==> src/rtl/lcd_frame_reader.sv <==
// lcd_frame_reader: pulls packed pixel pairs from the show-ahead SDRAM read
// FIFO, unpacks them to 8-bit RGB and drives an LTM-style panel with
// HSYNC/VSYNC/DE timing. Every pin output is registered one clock after the
// counter position that produced it, so pop-to-pin latency is one clock.
// Optional build macro: LCD_GRAY_EN (drive luma on all three colour outputs).
module lcd_frame_reader #(
  parameter int H_ACTIVE = 800,
  parameter int H_FRONT  = 40,
  parameter int H_SYNC   = 128,
  parameter int H_BACK   = 88,
  parameter int V_ACTIVE = 480,
  parameter int V_FRONT  = 13,
  parameter int V_SYNC   = 3,
  parameter int V_BACK   = 29
) (
  input  logic        iClk,
  input  logic        iRst,
  input  logic        iEnable,
  input  logic [15:0] iRd1_data,
  input  logic [15:0] iRd2_data,
  input  logic        iRd_empty,
  output logic        oRead,
  output logic [7:0]  oLCD_R,
  output logic [7:0]  oLCD_G,
  output logic [7:0]  oLCD_B,
  output logic        oHSYNC_n,
  output logic        oVSYNC_n,
  output logic        oDE,
  output logic [15:0] oX,
  output logic [15:0] oY,
  output logic        oFrame_start,
  output logic        oUnderflow
);

  localparam logic [15:0] H_ACT    = 16'(H_ACTIVE);
  localparam logic [15:0] V_ACT    = 16'(V_ACTIVE);
  localparam logic [15:0] H_LAST   = 16'(H_ACTIVE + H_FRONT + H_SYNC + H_BACK - 1);
  localparam logic [15:0] V_LAST   = 16'(V_ACTIVE + V_FRONT + V_SYNC + V_BACK - 1);
  localparam logic [15:0] HS_START = 16'(H_ACTIVE + H_FRONT);
  localparam logic [15:0] HS_END   = 16'(H_ACTIVE + H_FRONT + H_SYNC);
  localparam logic [15:0] VS_START = 16'(V_ACTIVE + V_FRONT);
  localparam logic [15:0] VS_END   = 16'(V_ACTIVE + V_FRONT + V_SYNC);

  logic [15:0] h_cnt;
  logic [15:0] v_cnt;
  logic        active;
  logic        pixel_ok;
  logic        hs_zone;
  logic        vs_zone;
  logic [7:0]  r_unp;
  logic [7:0]  g_unp;
  logic [7:0]  b_unp;
  logic [7:0]  r_pix;
  logic [7:0]  g_pix;
  logic [7:0]  b_pix;

  assign active   = (h_cnt < H_ACT) && (v_cnt < V_ACT);
  assign pixel_ok = active && !iRd_empty;
  assign hs_zone  = (h_cnt >= HS_START) && (h_cnt < HS_END);
  // v_cnt only moves on the h wrap, so VSYNC edges land on h_cnt = 0 lines
  assign vs_zone  = (v_cnt >= VS_START) && (v_cnt < VS_END);

  // Reset gates the pop directly: the counters sit at 0,0 (an active
  // position) while reset is held, and no word may be consumed then.
  assign oRead = pixel_ok && iEnable && !iRst;

  assign r_unp = iRd1_data[9:2];
  assign g_unp = {iRd1_data[14:10], iRd2_data[14:12]};
  assign b_unp = iRd2_data[9:2];

`ifdef LCD_GRAY_EN
  // Luma weights sum to 256, so a 16-bit sum cannot overflow
  logic [15:0] gray_sum;
  assign gray_sum = 16'd77  * {8'h00, r_unp}
                  + 16'd150 * {8'h00, g_unp}
                  + 16'd29  * {8'h00, b_unp};
  assign r_pix = gray_sum[15:8];
  assign g_pix = gray_sum[15:8];
  assign b_pix = gray_sum[15:8];
  logic unused_gray;
  assign unused_gray = ^gray_sum[7:0];
`else
  assign r_pix = r_unp;
  assign g_pix = g_unp;
  assign b_pix = b_unp;
`endif

  // Padding bits of the packed words carry nothing for this path
  logic unused_bits;
  assign unused_bits = ^{iRd1_data[15], iRd1_data[1:0],
                         iRd2_data[15], iRd2_data[11:10], iRd2_data[1:0]};

  // Raster position: h wraps every line, v steps on each h wrap
  always_ff @(posedge iClk or posedge iRst) begin
    if (iRst) begin
      h_cnt <= '0;
      v_cnt <= '0;
    end else if (!iEnable) begin
      h_cnt <= '0;
      v_cnt <= '0;
    end else if (h_cnt == H_LAST) begin
      h_cnt <= '0;
      v_cnt <= (v_cnt == V_LAST) ? 16'd0 : v_cnt + 16'd1;
    end else begin
      h_cnt <= h_cnt + 16'd1;
    end
  end

  // Pin register stage: pixel, syncs and coordinates move together
  always_ff @(posedge iClk or posedge iRst) begin
    if (iRst) begin
      oLCD_R       <= '0;
      oLCD_G       <= '0;
      oLCD_B       <= '0;
      oHSYNC_n     <= 1'b1;
      oVSYNC_n     <= 1'b1;
      oDE          <= 1'b0;
      oX           <= '0;
      oY           <= '0;
      oFrame_start <= 1'b0;
      oUnderflow   <= 1'b0;
    end else if (!iEnable) begin
      oLCD_R       <= '0;
      oLCD_G       <= '0;
      oLCD_B       <= '0;
      oHSYNC_n     <= 1'b1;
      oVSYNC_n     <= 1'b1;
      oDE          <= 1'b0;
      oX           <= '0;
      oY           <= '0;
      oFrame_start <= 1'b0;
      oUnderflow   <= 1'b0;
    end else begin
      // A starved active pixel still asserts DE but shows black
      oLCD_R       <= pixel_ok ? r_pix : 8'd0;
      oLCD_G       <= pixel_ok ? g_pix : 8'd0;
      oLCD_B       <= pixel_ok ? b_pix : 8'd0;
      oHSYNC_n     <= !hs_zone;
      oVSYNC_n     <= !vs_zone;
      oDE          <= active;
      oX           <= active ? h_cnt : 16'd0;
      oY           <= active ? v_cnt : 16'd0;
      oFrame_start <= (h_cnt == 16'd0) && (v_cnt == 16'd0);
      oUnderflow   <= oUnderflow | (active && iRd_empty);
    end
  end

endmodule

==> config.mk <==
export PLATFORM = sky130hd
export DESIGN_NAME = lcd_frame_reader
export DESIGN_NICKNAME = d
export VERILOG_FILES = /design/src/rtl/lcd_frame_reader.sv
export SDC_FILE = /design/constraint.sdc
export NUM_CORES = 1
export LEC_CHECK = 0
export CAP_MARGIN = 5
export CORE_ASPECT_RATIO = 1.2
export CORE_MARGIN = 5
export CORE_UTILIZATION = 30
export CTS_CLUSTER_DIAMETER = 100
export DETAILED_ROUTE_END_ITERATION = 8
export MAX_ROUTING_LAYER = met4
export PLACE_DENSITY_LB_ADDON = 0.3
export RECOVER_POWER = 100
export SYNTH_ARGS = -nofsm -noshare
export SYNTH_HDL_FRONTEND = slang
export SYNTH_SLANG_ARGS = --single-unit
==> constraint.sdc <==
create_clock -name iClk -period 3.31 [get_ports iClk]
set_input_delay 0.662 -clock iClk [delete_from_list [all_inputs] [get_ports iClk]]
set_output_delay 0.662 -clock iClk [all_outputs]
set_load 0.005 [all_outputs]
* Word-level counts from Yosys, hierarchy flattened *
Index checks and enable logic that the tools add are counted.

word-level totals
  register bits = 93
  bits in latches = 0
  RAM bits = 0
  bits in read-only memories = 0
  input bits = 36
  output and inout port bits = 62
  word-level logic and storage cells = 58
  memories = 0

cells by class
  add/sub/neg operators = 2
  $mul = 0
  div/mod/pow operators = 0
  order comparisons = 6
  equal/unequal tests = 3
  shift-type cells = 0
  muxes and demuxes = 20
  bitwise logic cells = 1
  reduce and logical (&&, ||, !) cells = 14

operators by type and width
  kind                     number
  $mux W16                 9
  $mux W8                  6
  $add A16 B1 Y16 const B  2
  $logic_not A16 Y1        2
  $lt A16 B10 Y1 const B   2
  $lt A16 B9 Y1 const B    2
  $eq A16 B10 Y1 const B   1
  $eq A16 B11 Y1 const B   1
  $ge A16 B10 Y1 const B   1
  $ge A16 B9 Y1 const B    1
  $logic_and A1 B1 Y1      8
  $mux W1                  5
  $logic_not A1 Y1         4
  $ne A2 B1 Y1 const B     1
  $or A1 B1 Y1             1

* Logic depth before layout (Yosys ltp) *
Gate-level depths: netlist of the first run.

  depth in word-level cells = 5
  mapped depth = 8
  mapped depth without buffers = 6

* Worst setup path before layout of the first run *
OpenSTA, ideal clock, no wires.

  kind = input-to-output
  start = input port iRst
  end = output port oRead
  arrival = 2924 ps
  path slack = -276 ps
  stages = 2
  path buffers = 0
  cells stage by stage = inv_1 > and2_1

between the ends
  word-level cells in the longest chain between the ends = 2

RTL lines
  what                               line  RTL
  from (decl)                        17    input logic iRst,
  $logic_not A1 Y1 (no source line)  -
  $logic_and A1 B1 Y1                65    assign oRead = pixel_ok && iEnable && !iRst;
  to (decl)                          22    output logic oRead,

No other way between the ends.

* Final worst setup path of the first run *
  start = input port iEnable
  end = output port oRead

between the ends
  word-level cells in the longest chain between the ends = 2

RTL lines
  what                              line  RTL
  from (decl)                       18    input logic iEnable,
  $logic_and A1 B1 Y1 (2 in a row)  65

No other way between the ends.

==> impl_results.md, run 1 <==
- Area leader, netlist: dfrtp_1
- Worst endpoint required time: 2650 ps
- Crit path to: oRead
- Worst Tran Pin Value: 1107 ps
- Met3 Routed Length: 514 um
- Clock Latency Late Sink: 330 ps
- Worst Setup End Kind: output port
- R2r setup slk: 590 ps
- Storage cell area: 2330 um^2
- Status: completed
- Vias in the first global route: 2914
- Vias per inst: 4.697
- Tot GR Track Use: 12.22%
- Post-CTS Hold Buffers: 0
- TritonCTS buffer count: 9
- Post-route clock period utilization: 95.10%
- Area occupied by multi-input gates: 1430 um^2
- Clock tree root buffer cell: clkbuf_16
- Crit Path Max Fanout: 2
- Placer Congestion: 0.8834
- Clock buffer depth: 2
- Worst setup path start: iEnable
- Max_cap viols: 0
- Share of cells above drive strength 1: 6.402%
- Reg2reg end: oX[4]$_DFF_PP0_
- Top cell type's share of synthesized area: 59.03%
- Final worst clock skew: 4.185 ps
- Top sig layer: met4
- Die area: 15240 um^2
- Hold slack: 519.3 ps
- Async SR Flop Fraction: 100.0%
- Synth unique cells: 43
- Most common cell in the synthesized netlist: dfrtp_1
- Ranking of synthesized cells by area: dfrtp_1 59%, and2_1 6.6%, nor4_1 2.3%
- Initial Util: 30.59%
- Grt ovf: 0
- Post-CTS Setup Bufs: 0
- Core area: 12610 um^2
- Die Span X: 113.5 um
- Syn Inst Count: 346
- Slew Limit Headroom: 26.20%
- Reg2Reg Depth: 6
- Initial antenna violation count: 0
- Placed Area: 4985 um^2
- H-Tree Level Count: 3
- Leak pwr: 0.002346 uW
- Pwr/cell area: 455.2 nW/um^2
- Remaining DRCs: 0
- Fmax: 0.3177 GHz
- Row count: 45
- Ports: 98
- Worst r2r src: v_cnt[10]$_DFFE_PP0P_
- RSZ-0062 raised after global routing: no
- Post-DRT Antenna Nets: 0
- Nets: 490
- Worst Hold Class: register to register
- Clk slew on worst S/H paths: 60 ps
- Synth Flop Type: dfrtp_1
- First-pass GRT wire length: 14.46 mm
- PortBufs: 89
- Pre-antenna DRT Iters: 4
- P&R area growth vs syn: 36.88%
- DPL Wire Length: 6.504 mm
- Mapped Area: 3857 um^2
- Critical path type: primary input to output port
- Startpoint types: primary input
- Yosys reg bits: 93
- Final setup fails: 0
- Seq/Total Area, Yosys: 60.40%
- Final Hold Fails: 0
- Crit path time final: 3148 ps
- Synth Warn #: 0
- # diodes: 0
- CTS tree: yes
- Top cells by count, synth: 91 x dfrtp_1, 41 x and2_1, 23 x nand2_1, 16 x a21oi_1, 15 x clkbuf_1
- EDFF count, synth: 0
- Largest net degree at the start of global routing: 49
- Routed length on met2: 4.695 mm
- Die span in y: 134.2 um
- Synth Area per Inst: 11.15 um^2
- Arrival time at the worst endpoint: 2490 ps
- Drt wl/cell: 14.51 um
- Fill cell count: 1215
- Pins over their slew limit: 0
- Sink Count: 93
- Design area: 5280 um^2
- Peak VDD IR: 0.2583 mV
- Via Count: 2898
- Starting DRT DRC Count: 142
- Detailed-route wire length: 8.953 mm
- WL met1: 3.532 mm
-- metal layers --
layer,up-vias,global-route usage (%)
met2,75,20.92
li1,1395,-
met1,1412,13.52
met5,-,-
met3,16,2.888
met4,0,5.277
-- state kept, by name, indices dropped and copies added, names as in the netlist, 8 cells and up --
name    flops
h_cnt      16
oX         16
oY         16
v_cnt      16
oLCD_B      8
oLCD_G      8
oLCD_R      8
-- report_power, final --
part / switching, uW / internal (uW) / total, uW
logic: 69.1 / 76.6 / 146
registers: 9.92 / 1160 / 1170
clock network: 423 / 662 / 1080
-- logic make-up (layout without fill, tap and decap cells) --
family	Yosys count	in the layout	synth area share, %
other	1	13	0.09721
muxes	1	1	0.2595
xor gates and xnor gates	12	12	2.725
DFF	93	93	60.40
and+or+nand+nor	161	161	24.52
AOI/OAI and AO/OA	39	39	6.390
buffers and inverters	33	128	3.665
adders and majority gates	6	6	1.946
-- layout by cell type (no fill, tap or decap), types with 7 or more instances in the layout --
cell / count
nor2_1: 14
clkbuf_16: 9
and2_1: 21
clkdlybuf4s50_1: 25
dfrtp_1: 91
or4_1: 8
xnor2_1: 9
a21oi_1: 16
nand2_1: 23
nor4_1: 14
nand4_1: 11
conb_1: 13
inv_1: 12
nand3_1: 14
dlygate4sd3_1: 63
or3_1: 7
and2_0: 20
-- repair_timing --
item | 4_1_cts | 5_1_grt
endpoints found under the setup margin | 1 | 0
resized for setup | 2 | 0
hold endpoints to repair | 0 | 0
-- area by class of cell --
type	instances	area share [%]
Sequential cell	93	44.12
Clock inverter	6	1.635
Multi-Input combinational cell	232	27.09
Inverter	13	0.9953
Timing Repair Buffer	99	17.94
Tap cell	164	3.886
Clock buffer	10	4.337
-- per-stage QoR --
step | worst slack (ps) | util [%] | setup TNS, ps | std cells | total power (uW)
6_report | 162.2 | 41.87 | 0 | 617 | 2404
5_1_grt | 82.05 | 41.87 | 0 | 617 | 2498
4_1_cts | 170.1 | 42.04 | 0 | 617 | 2453
3_5_place_dp | -129.2 | 39.52 | -129.2 | 601 | 1359
3_3_place_gp | -129.3 | 39.52 | -129.3 | 601 | 1357
2_1_floorplan | 268.8 | - | 0 | 358 | 1255
-- critical path, stage by stage --
cell           delay, ps
dlygate4sd3_1        550
inv_1                 70
or4_4                540
nor4_4               260
and2_1               150
dlygate4sd2_1        260
-- how the worst min path moves through the flow --
stage / start / to / slack [ps] / cells after the start
2_1_floorplan: h_cnt[0]$_DFF_PP0_ / h_cnt[0]$_DFF_PP0_ / 480 / 1
3_3_place_gp: h_cnt[0]$_DFF_PP0_ / h_cnt[0]$_DFF_PP0_ / 500 / 1
3_5_place_dp: h_cnt[0]$_DFF_PP0_ / h_cnt[0]$_DFF_PP0_ / 510 / 1
4_1_cts: h_cnt[0]$_DFF_PP0_ / h_cnt[0]$_DFF_PP0_ / 520 / 1
5_1_grt: h_cnt[0]$_DFF_PP0_ / h_cnt[0]$_DFF_PP0_ / 550 / 1
6_report: oUnderflow$_DFF_PP0_ / oUnderflow$_DFF_PP0_ / 520 / 1
Power figures use the tool's default switching activity.
==> run 2, diff against run 1 <==
Settings changed: ABC_AREA set to 1, SLEW_MARGIN set to 5.
==> run 2 against run 1 <==
Combinational power rose by 10%. First-iteration DRC count increased by 54%. Flip-flop and latch count unchanged. Cell count up 18%. Worst hold slack worse by 31 ps. Die area rose by 3.7%. Global-route usage increased by 0.96 points. Total power rose by 2.1%. Sequential power barely moved. Count of clock-buffer cells in the layout did not move. Via count increased by 11%. Register-to-register slack better by 300 ps. Highest routed layer unchanged.
==> impl_results.md, run 2 <==
- Crit path time final: 3053 ps (-94.35 ps)
- Remaining DRCs: 0 (unchanged)
- Reg2Reg Depth: 6 (unchanged)
- Ports: 98 (unchanged)
- Sink Count: 93 (unchanged)
- Initial antenna violation count: 0 (unchanged)
- Part of the power in registers: 47.7% (-1.1 points)
- Drt wl/cell: 12.76 um (-12%)
- Via Count: 3206 (+11%)
- R2r setup slk: 890 ps (+300 ps)
- Max_cap viols: 0 (unchanged)
- Net Sw Power: 542.8 uW (+8.2%)
- Starting DRT DRC Count: 219 (+54%)
- Status: completed
- # diodes: 0 (unchanged)
- Vias per inst: 4.398 (-6.4%)
- Core area: 13180 um^2 (+4.5%)
- Worst setup path start: iEnable
- DPL Wire Length: 6.895 mm (+6.0%)
- Internal Power: 1911 uW (+0.47%)
- Yosys reg bits: 93 (unchanged)
- Syn Inst Count: 453 (+31%)
- Startpoint types: primary input
- Detailed-route wire length: 9.304 mm (+3.9%)
- Fmax: 0.3275 GHz (+3.1%)
- Clock Latency Late Sink: 340 ps (about the same)
- PortBufs: 89 (unchanged)
- P&R area growth vs syn: 35.02%
- CTS tree: yes
- Most common cell after layout, fill and taps aside: dfrtp_1
- Final Hold Fails: 0 (unchanged)
- Initial Util: 30.44% (-0.14 points)
- Reg2reg end: oLCD_G[7]$_DFF_PP0_
- Top cells by count, synth: 91 x dfrtp_1, 87 x nor2_1, 78 x nand2_1, 63 x inv_1, 25 x nand3_1
- Post-route clock period utilization: 92.25% (-2.9 points)
- Clock Power Share: 45.7% (+0.6 points)
- Synth Warn #: 0 (unchanged)
- Die span in y: 136.7 um (+1.8%)
- Worst r2r src: v_cnt[5]$_DFFE_PP0P_
- Clk slew on worst S/H paths: 60 ps (about the same)
- Ranking of synthesized cells by area: dfrtp_1 57%, nor2_1 8.1%, nand2_1 7.3%
- Largest net degree at the start of global routing: 66 (+35%)
- Vias in the first global route: 3219 (+10%)
- Share of power burned in combinational logic: 6.6% (+0.5 points)
- Most frequent cells in the layout: 91 x dfrtp_1, 87 x nor2_1, 79 x nand2_1, 64 x inv_1, 62 x dlygate4sd3_1
- Clock tree root buffer cell: clkbuf_16
- Slew Limit Headroom: 1.060% (-25 points)
- Leak pwr: 0.002682 uW (+14%)
- Peak VDD IR: 0.2624 mV (+1.6%)
- Worst Hold Class: register to register
- Seq/Total Area, Yosys: 58.06% (-2.3 points)
- Post-CTS Hold Buffers: 0 (unchanged)
- Arrival time at the worst endpoint: 2390 ps (-100 ps)
- H-Tree Level Count: 3 (unchanged)
- Async SR Flop Fraction: 100.0% (unchanged)
- TritonCTS buffer count: 9 (unchanged)
- Placer Congestion: 0.8488 (-3.9%)
- Row count: 46 (+2.2%)
- Die area: 15800 um^2 (+3.7%)
- Grt ovf: 0 (unchanged)
- Post-DRT Antenna Nets: 0 (unchanged)
- EDFF count, synth: 0 (unchanged)
- Most common cell in the synthesized netlist: dfrtp_1
- Final setup fails: 0 (unchanged)
- RSZ-0062 raised after global routing: no
- Pins over their slew limit: 0 (unchanged)
- CTS resizes: 0 (-2)
- Crit path to: oRead
- Mapped Area: 4013 um^2 (+4.0%)
- Placed Area: 5116 um^2 (+2.6%)
- Top cell type's share of synthesized area: 56.75% (-2.3 points)
- Nets: 598 (+22%)
- Critical path type: primary input to output port
- Sw Share: 22.12% (+1.2 points)
- Worst endpoint required time: 2650 ps (about the same)
- Total Power: 2454 uW (+2.1%)
- Share of cells above drive strength 1: 8.200% (+1.8 points)
- Die Span X: 115.6 um (+1.8%)
- First-pass GRT wire length: 15.68 mm (+8.4%)
- Synth unique cells: 31 (-28%)
- Crit Path Max Fanout: 4 (+2)
- Synth Area per Inst: 8.858 um^2 (-21%)
- Clock buffer depth: 2 (unchanged)
- Pre-antenna DRT Iters: 4 (unchanged)
- Post-Route Setup TNS: 0 ps (unchanged)
- Area leader, netlist: dfrtp_1
- Worst Setup End Kind: output port
- Final worst clock skew: 7.049 ps (+2.864 ps)
- Pwr/cell area: 452.9 nW/um^2 (-0.52%)
- Design area: 5418 um^2 (+2.6%)
- Post-CTS Setup Bufs: 0 (unchanged)
- Synth Flop Type: dfrtp_1
- Tot GR Track Use: 13.18% (+0.96 points)
- Worst Tran Pin Value: 1484 ps (+377.0 ps)
==> run 2: worst min-delay path by stage <==
stage | from | endpoint | slack [ps] | cells past startpoint
after floorplan | h_cnt[0]$_DFF_PP0_ | h_cnt[0]$_DFF_PP0_ | 450 | 1
after global placement | oUnderflow$_DFF_PP0_ | oUnderflow$_DFF_PP0_ | 470 | 2
after detailed placement | oUnderflow$_DFF_PP0_ | oUnderflow$_DFF_PP0_ | 480 | 2
after CTS | oUnderflow$_DFF_PP0_ | oUnderflow$_DFF_PP0_ | 500 | 2
after global routing | h_cnt[0]$_DFF_PP0_ | h_cnt[0]$_DFF_PP0_ | 530 | 1
final | oUnderflow$_DFF_PP0_ | oUnderflow$_DFF_PP0_ | 490 | 2
==> run 2: area by class of cell <==
type                            instances  area (um^2)
Fill cell                            1303         7762
Inverter                               67        252.7
Tap cell                              168        210.2
Timing Repair Buffer                   92        905.9
Multi-Input combinational cell        293         1395
Sequential cell                        93         2330
Clock buffer                           10        229.0
Clock inverter                          6        95.09
==> run 2: power by group through the flow <==
| stage | Sequential [uW] | Clock, uW | Combinational [uW] |
|---|---|---|---|
| after floorplan | 1200 | 0 | 71.1 |
| after global placement | 1190 | 0 | 177 |
| after detailed placement | 1190 | 0 | 179 |
| after CTS | 1170 | 1160 | 180 |
| after global routing | 1170 | 1190 | 183 |
| final | 1170 | 1120 | 161 |
==> run 2: cell families (layout without fill, tap and decap cells) <==
family / Yosys count / count (layout) / share of synthesized area (%)
AOI/OAI and AO/OA: 25 / 25 / 3.648
xor gates and xnor gates: 5 / 5 / 1.091
adders and majority gates: 6 / 6 / 1.871
buffers and inverters: 79 / 175 / 8.232
DFF: 93 / 93 / 58.06
other: 1 / 13 / 0.09346
and+or+nand+nor: 244 / 244 / 27.00
==> run 2: per-stage QoR <==
stage	hold slack, ps	cells	worst slack, ps	utilization (%)
after global routing	525.1	729	108.6	41.11
after detailed placement	477.5	713	226.9	38.82
after global placement	466.8	713	221.0	38.82
after CTS	498.6	729	210.8	41.28
after floorplan	453.6	465	231.0	-
final	488.7	729	256.5	41.11
==> run 2: worst max-delay path: stages <==
cell             delay, ps
clkdlybuf4s50_1        520
nand3b_1                90
nor2_1                 140
nand2_1                120
nor2_4                 160
nand2_1                 90
nor2_1                  90
clkdlybuf4s50_1        500
==> run 2: per-layer routing <==
metal | GRT usage (%) | routed length [um]
met4 | 4.371 | 108
met5 | - | 0
met2 | 21.11 | 4577
met3 | 4.246 | 683
met1 | 15.73 | 3935
